File: config.mk
export PLATFORM = sky130hd
export DESIGN_NAME = alu_issue_seq
export DESIGN_NICKNAME = d
export VERILOG_FILES = /design/src/rtl/alu_issue_seq_pkg.sv /design/src/rtl/alu_issue_seq_branch_resolve.sv /design/src/rtl/alu_issue_seq.sv
export SDC_FILE = /design/constraint.sdc
export NUM_CORES = 1
export LEC_CHECK = 0
export CAP_MARGIN = 20
export CORE_MARGIN = 2
export CORE_UTILIZATION = 41
export CTS_CLUSTER_SIZE = 28
export DETAILED_ROUTE_END_ITERATION = 10
export GPL_TIMING_DRIVEN = 0
export PLACE_DENSITY = 0.78
export SKIP_CTS_REPAIR_TIMING = 1
export SYNTH_ARGS = -nofsm -noshare
export SYNTH_HDL_FRONTEND = slang
export SYNTH_HIERARCHICAL = 1
export SYNTH_SLANG_ARGS = --single-unit
File: constraint.sdc
create_clock -name clock -period 4.3 [get_ports clock]
set_input_delay 0.43 -clock clock [delete_from_list [all_inputs] [get_ports clock]]
set_output_delay 0.43 -clock clock [all_outputs]
set_load 0.02 [all_outputs]
File: src/rtl/alu_issue_seq_pkg.sv
// Shared op-kind codes, ALU opcodes and FSM states for the ALU issue sequencer.
package alu_issue_seq_pkg;

  typedef enum logic [2:0] {
    KIND_AND = 3'd0,
    KIND_ADD = 3'd1,
    KIND_SUB = 3'd2,
    KIND_BEQ = 3'd3,
    KIND_BNE = 3'd4,
    KIND_BGT = 3'd5,
    KIND_BLT = 3'd6,
    KIND_NOP = 3'd7
  } kind_e;

  localparam logic [2:0] ALU_AND = 3'd0;
  localparam logic [2:0] ALU_ADD = 3'd1;
  localparam logic [2:0] ALU_SUB = 3'd2;

  typedef enum logic [1:0] {
    ST_IDLE = 2'd0,
    ST_WAIT = 2'd1,
    ST_DONE = 2'd2
  } state_e;

  // Branches compare by subtraction so their flags come straight from the ALU.
  function automatic logic [2:0] kindToAluOp(input logic [2:0] kind);
    case (kind_e'(kind))
      KIND_AND, KIND_NOP: return ALU_AND;
      KIND_ADD:           return ALU_ADD;
      default:            return ALU_SUB;
    endcase
  endfunction

  function automatic logic kindWritesReg(input logic [2:0] kind);
    return (kind_e'(kind) == KIND_AND) || (kind_e'(kind) == KIND_ADD) ||
           (kind_e'(kind) == KIND_SUB);
  endfunction

endpackage

File: src/rtl/alu_issue_seq_branch_resolve.sv
// Combinational branch decision from an op kind and the captured zero/negative flags.
module alu_issue_seq_branch_resolve
  import alu_issue_seq_pkg::*;
(
  input  logic [2:0] i_kind,
  input  logic       i_zero,
  input  logic       i_neg,
  output logic       o_is_branch,
  output logic       o_take
);

  // Overflow is deliberately ignored: BGT/BLT trust the sign of a-b.
  always_comb begin
    o_is_branch = 1'b0;
    o_take      = 1'b0;
    case (kind_e'(i_kind))
      KIND_BEQ: begin o_is_branch = 1'b1; o_take = i_zero;            end
      KIND_BNE: begin o_is_branch = 1'b1; o_take = !i_zero;           end
      KIND_BGT: begin o_is_branch = 1'b1; o_take = !i_zero && !i_neg; end
      KIND_BLT: begin o_is_branch = 1'b1; o_take = i_neg;             end
      default:  begin o_is_branch = 1'b0; o_take = 1'b0;              end
    endcase
  end

endmodule

File: src/rtl/alu_issue_seq.sv
// Execute-stage sequencer: issues one op to the ALU, waits out its latency,
// captures the result and flags, resolves branches and hands off to writeback.
module alu_issue_seq
  import alu_issue_seq_pkg::*;
#(
  parameter int W           = 32,
  parameter int ALU_LATENCY = 1,
  parameter int TAG_W       = 3
) (
  input  logic             clock,
  input  logic             reset,
  input  logic             in_valid,
  output logic             in_ready,
  input  logic [2:0]       in_kind,
  input  logic [W-1:0]     in_a,
  input  logic [W-1:0]     in_b,
  input  logic [TAG_W-1:0] in_tag,
  output logic [W-1:0]     alu_a,
  output logic [W-1:0]     alu_b,
  output logic [2:0]       alu_op,
  input  logic [W-1:0]     alu_out,
  input  logic             alu_zero,
  input  logic             alu_neg,
  output logic             out_valid,
  input  logic             out_ready,
  output logic [W-1:0]     out_result,
  output logic [TAG_W-1:0] out_tag,
  output logic             out_wr_en,
  output logic             out_is_branch,
  output logic             out_take,
  output logic             flag_z,
  output logic             flag_n
);

  localparam logic [1:0] LAT_LOAD = 2'(ALU_LATENCY);

  state_e           r_state;
  state_e           w_nextState;
  logic [1:0]       r_cnt;
  logic [2:0]       r_kind;
  logic [TAG_W-1:0] r_tag;
  logic             w_done;
  logic             w_accept;
  logic             w_capture;
  logic             w_isBranch;
  logic             w_take;

  assign w_done    = (r_state == ST_DONE);
  assign in_ready  = !reset && ((r_state == ST_IDLE) || (w_done && out_ready));
  assign w_accept  = in_valid && in_ready;
  assign w_capture = (r_state == ST_WAIT) && (r_cnt == 2'd0);

  always_ff @(posedge clock or posedge reset) begin
    if (reset) r_state <= ST_IDLE;
    else       r_state <= w_nextState;
  end

  // A new op offered while the result drains goes straight back to WAIT.
  always_comb begin
    w_nextState = r_state;
    case (r_state)
      ST_IDLE: if (w_accept)  w_nextState = ST_WAIT;
      ST_WAIT: if (w_capture) w_nextState = ST_DONE;
      ST_DONE: if (out_ready) w_nextState = w_accept ? ST_WAIT : ST_IDLE;
      default: w_nextState = ST_IDLE;
    endcase
  end

  always_ff @(posedge clock or posedge reset) begin
    if (reset) begin
      r_kind <= 3'd0;
      r_tag  <= '0;
      alu_a  <= '0;
      alu_b  <= '0;
      alu_op <= ALU_AND;
    end else if (w_accept) begin
      r_kind <= in_kind;
      r_tag  <= in_tag;
      alu_a  <= in_a;
      alu_b  <= in_b;
      alu_op <= kindToAluOp(in_kind);
    end
  end

  always_ff @(posedge clock or posedge reset) begin
    if (reset)                                     r_cnt <= 2'd0;
    else if (w_accept)                             r_cnt <= LAT_LOAD;
    else if (r_state == ST_WAIT && r_cnt != 2'd0)  r_cnt <= r_cnt - 2'd1;
  end

  // Flags are sticky: they only move when a result is captured.
  always_ff @(posedge clock or posedge reset) begin
    if (reset) begin
      out_result <= '0;
      out_tag    <= '0;
      flag_z     <= 1'b0;
      flag_n     <= 1'b0;
    end else if (w_capture) begin
      out_result <= alu_out;
      out_tag    <= r_tag;
      flag_z     <= alu_zero;
      flag_n     <= alu_neg;
    end
  end

  alu_issue_seq_branch_resolve u_branch (
    .i_kind      (r_kind),
    .i_zero      (flag_z),
    .i_neg       (flag_n),
    .o_is_branch (w_isBranch),
    .o_take      (w_take)
  );

  assign out_valid     = w_done;
  assign out_wr_en     = w_done && kindWritesReg(r_kind);
  assign out_is_branch = w_done && w_isBranch;
  assign out_take      = w_done && w_take;

endmodule

# == Word level (Yosys, flattened, before mapping) ==
# Cells that the tools add are included.
# classes
n_addsub,1
reduce_logical,24
mux,10
eq_ne,13
# ops
operator,n
$eq 3x3->1 const B,4
$mux 2,5
$logic_and 1x1->1,9
$eq 3x1->1 const B,2
$eq 3x2->1 const B,2
$logic_not 3->1,2
$ne 2x2->1 const B,3
$pmux 2 s3,1
$logic_not 2->1,2
$pmux 1 s4,1
$pmux 2 s2,1
$reduce_bool 2->1,2
$reduce_or 4->1,1
$logic_not 1->1,3
$logic_or 1x1->1,3
$reduce_and 3->1,1
$eq 2x1->1 const B,1
$eq 2x2->1 const B,1
$mux 1,2
$reduce_or 2->1,1
$sub 2x1->2 const B,1
# totals
in_bits,108
output_inout_bits,109
word_cells,59
reg_bits,114

# == Longest topological paths before layout ==
# logic_depth
depth_word,8
mapped_depth,6
depth_no_buf,5

# == Cells and area by module ==
# The synthesis kept the hierarchy.
# by_module_without_submodules
mod,n_inst,area_per_inst_um2,seq_area_each_um2,cells_each
alu_issue_seq,1,4549.4,2827.7,263
alu_issue_seq_branch_resolve,1,55.1,0.0,8

# == Least setup slack after synthesis ==
# No wires, ideal clock.
# synth_timing
path_type,register -> output
from,reg r_state[0]
to,out out_wr_en
slack_ns,2.695
required_time_ns,3.870
arrival_ns,1.175
n_path_buf,0
path_stages_with_launch,4
path_cell_list,dfrtp_1 -> nor2b_1 -> nand2_1 -> nor2_1
# synth_between
elab_chain_cells,2
# synth_lines
item,line,text
"start, declared",alu_issue_seq.sv:37,state_e r_state;
"start signal, assigned",alu_issue_seq.sv:55,else r_state <= w_nextState;
$eq 2x2->1,alu_issue_seq.sv:48,assign w_done = (r_state == ST_DONE);
named net out_valid,alu_issue_seq.sv:24,"output logic out_valid,"
$logic_and 1x1->1,alu_issue_seq.sv:115,assign out_wr_en = w_done && kindWritesReg(r_kind);
"end, declared",alu_issue_seq.sv:28,"output logic out_wr_en,"
# The timed path passes the listed nets, and every way through them passes these cells.

# == Worst setup path after layout ==
# layout_timing
from,reg flag_n
to,out out_take
# layout_between
elab_chain_cells,4
# layout_lines
item,line,text
"start, declared",alu_issue_seq.sv:32,output logic flag_n
"start signal, assigned",alu_issue_seq.sv:102,flag_n <= alu_neg;
$logic_not 1->1,alu_issue_seq_branch_resolve.sv:19,KIND_BGT: begin o_is_branch = 1'b1; o_take = !i_zero && !i_neg; end
$logic_and 1x1->1,alu_issue_seq_branch_resolve.sv:19,
$pmux 1 s4 (*),alu_issue_seq_branch_resolve.sv:16,case (kind_e'(i_kind))
named net w_take,alu_issue_seq.sv:46,logic w_take;
$logic_and 1x1->1 (*),alu_issue_seq.sv:117,assign out_take = w_done && w_take;
"end, declared",alu_issue_seq.sv:30,"output logic out_take,"
# The timed path passes the listed nets; every way through them passes the cells marked *.

==> parameters.txt <==
Parameter                              Value

Yosys
  Largest cells by area after synthesis    sky130_fd_sc_hd__dfrtp_1 61%, sky130_fd_sc_hd__mux2_4 19%, sky130_fd_sc_hd__mux2_2 8.3%, sky130_fd_sc_hd__mux2_1 4.2%, sky130_fd_sc_hd__buf_6 2.2%
  FF+latch count, synth    113
  Number of flops mapped to enable cells by yosys    0
  Cell accounting for the most synthesized area    sky130_fd_sc_hd__dfrtp_1
  Number of nets produced by synthesis    380
  Proportion of register bits with asynchronous set or reset after synthesis    100%
  Post-synthesis cell area    4600 um^2
  Proportion of synthesized chip area in sequential cells    61.4%
  Post-synthesis area per instance    17.0 um^2
  Post-synthesis cell count    271
  Yosys warnings    6
  Synth cell types    25
  Most common flop cell mapped by yosys    sky130_fd_sc_hd__dfrtp_1
  Area share of the largest cell type after synthesis    61.4%

Detailed routing
  Number of DRC markers in iteration 0    77
  Total Wirelength    10900 um
  First-pass iteration count of the detailed router    4
  Routed vias/inst    4.61
  Total number of vias    3037
  Wire length per cell    16.6 um
  Residual antenna-violating net count after detailed routing    0
  DR DRC count    0

Worst setup path
  Critical Path, Cell by Cell    a2111oi_2 -> a21o_1 -> and2_1 -> clkdlybuf4s50_1
  Delay-heaviest family, CP    buffers and inverters
  Crit Path Class    reg -> out
  Crit path buffers/inverters    1
  Maximum fanout along the worst path    4
  Type of destination of the critical path    primary output
  Largest stage delay on the critical path    0.61 ns
  CP Launch Type    register
  Number of gates on the worst path with buffers counted    4
  Slack of the worst reg-to-reg path    2.65 ns
  Endpoint required time on the critical path    3.87 ns
  Highest-delay cell along the critical path    sky130_fd_sc_hd__clkdlybuf4s50_1
  Worst reg2reg path depth    6
  Critical path arrival    2.09 ns

Timing
  Final sum of negative setup slack    0 ns
  RSZ-0062 raised after global routing    no
  Max Clock Freq    396 MHz
  Number of setup violations in the final report    0
  Clock tree skew after final layout    0.00819 ns
  Final-report hold violation count    0
  Measured slew at the worst slew-check pin    0.658 ns
  Final period util    58.7%
  Number of pins exceeding their max-slew limit in the final report    0
  Remaining max-slew budget at the tightest pin    56.1%
  Setup slack of the critical path after layout    1.78 ns
  Worst hold slack after final layout    0.440 ns
  Min Tclk post-route    2.52 ns

Placed design
  Placement-stage worst setup slack    2.04 ns
  DP Cell Count    627
  Number of buffers added on ports    215
  Final weighted congestion of routability-driven global placement    0.692
  Placed cell area    6960 um^2
  Half-perimeter wire length after placement    8180 um

Floorplanning
  Row count    38
  Die Y-Extent    110 um
  IO Count    217
  Die area    12100 um^2
  Horizontal die dimension    110 um
  Starting Density    42.3%
  Area of the core    10900 um^2

Finish
  Fraction of final layout cells sized beyond drive strength 1    26.4%
  Post-route core utilization    68.8%
  Most common library cell in the layout ignoring fill and taps    sky130_fd_sc_hd__clkdlybuf4s50_1
  Leading cell types in the layout, fill and taps excluded    215 x sky130_fd_sc_hd__clkdlybuf4s50_1, 113 x sky130_fd_sc_hd__dfrtp_1, 57 x sky130_fd_sc_hd__mux2_4, 34 x sky130_fd_sc_hd__mux2_2, 17 x sky130_fd_sc_hd__mux2_1
  Antenna diode instance count    0
  Number of non-filler instances in the completed layout    659
  Synthesis-to-layout area growth    62.7%
  Filler Cell Count    826
  Post-route cell area    7490 um^2
  Net count of the finished layout    615

Clocking
  Clock latency reported for the late side of the worst-skew pair    0.49 ns
  Maximum clock insertion buffer count    2
  Number of buffers created by CTS    17
  Total number of clock tree sinks    113
  Clock tree from TritonCTS    built
  Reg clk slew, reported paths    0.06 ns
  H-tree depth    4
  Master cell of the clock root buffer    sky130_fd_sc_hd__clkbuf_8

Power and ir drop
  Power density over the cells    799 nW/um^2
  Worst vdd rail ir drop    422 uV
  Leakage dissipation    3.36 nW
  Power Total    5.98 mW

Global route
  Total global routing track utilization    18.7%
  Wire length of the first global-routing pass    17000 um
  Number of global-route vias before repair    3358
  Antenna violations before repair    0
  Final global-route overflow total    0
  Largest net degree at the start of global routing    63

Outcome
  Outcome    finished, final reports clean

Hold path
  Hold crit path type    in -> async

Job
  Number of max-cap violations    0
## routing by layer
metal / vias up / GRT usage [%] / part of all wire (%)
met2: 131 / 31.7 / 51
met4: 0 / 7.78 / 1.8
met1: 1478 / 21.7 / 39
met3: 16 / 6.00 / 8.4
li1: 1412 / - / -
met5: - / 0 / 0
## cell type report
cell class              count  area [um^2]  share of cell area (%)
plain buffers              13          124                    1.65
clock buffers              21          439                    5.86
clock inverters            11         90.1                    1.20
inverters                   6         25.0                   0.334
multi-input cells         139         1630                    21.8
flip-flops and latches    113         2830                    37.7
well taps                 140          175                    2.34
repair buffers            216         2180                    29.1
## flip-flops by register name (all words and copies together), names as in the netlist
register	cells
out_result	32
alu_b	32
r_state	2
r_tag	3
out_tag	3
flag_n	1
r_cnt	2
r_kind	3
alu_a	32
alu_op	2
flag_z	1
## cells by family after synthesis
family,Yosys count,synth area share (%)
XOR/XNOR,2,0.381
buffers and inverters,19,3.18
other,1,0.0814
AO/OA/AOI/OAI,6,1.01
flip-flops,113,61.4
multiplexers,109,31.3
adder cells (fa/ha/maj),1,0.272
AND/OR/NAND/NOR,20,2.39
## Yosys cell counts (2+ instances only)
| cell type | number |
|---|---|
| sky130_fd_sc_hd__nand2_1 | 6 |
| sky130_fd_sc_hd__nand3b_1 | 2 |
| sky130_fd_sc_hd__buf_2 | 3 |
| sky130_fd_sc_hd__inv_1 | 6 |
| sky130_fd_sc_hd__nand3_1 | 2 |
| sky130_fd_sc_hd__buf_6 | 9 |
| sky130_fd_sc_hd__xnor2_1 | 2 |
| sky130_fd_sc_hd__and2_1 | 3 |
| sky130_fd_sc_hd__dfrtp_1 | 113 |
| sky130_fd_sc_hd__o21ai_0 | 3 |
| sky130_fd_sc_hd__mux2_4 | 57 |
| sky130_fd_sc_hd__nor2_1 | 3 |
| sky130_fd_sc_hd__mux2_2 | 34 |
| sky130_fd_sc_hd__mux2_1 | 17 |
## power breakdown
group / switching (mW) / internal, mW
registers: 0.322 / 1.61
clock network: 0.450 / 0.772
logic: 1.22 / 1.61
## worst paths after layout
| check | startpoint | endpoint |
|---|---|---|
| min in group clock | out_result[18] | out_result[18] |
| max in group asynchronous | reset | r_kind[1] |
| worst max register to register | r_cnt[0] | out_result[9] |
| worst max-delay path | flag_n | out_take |
| worst min-delay path | reset | out_result[11] |
| worst min register to register | out_result[18] | out_result[18] |
Note: power is estimated with default switching activity, not from simulation.
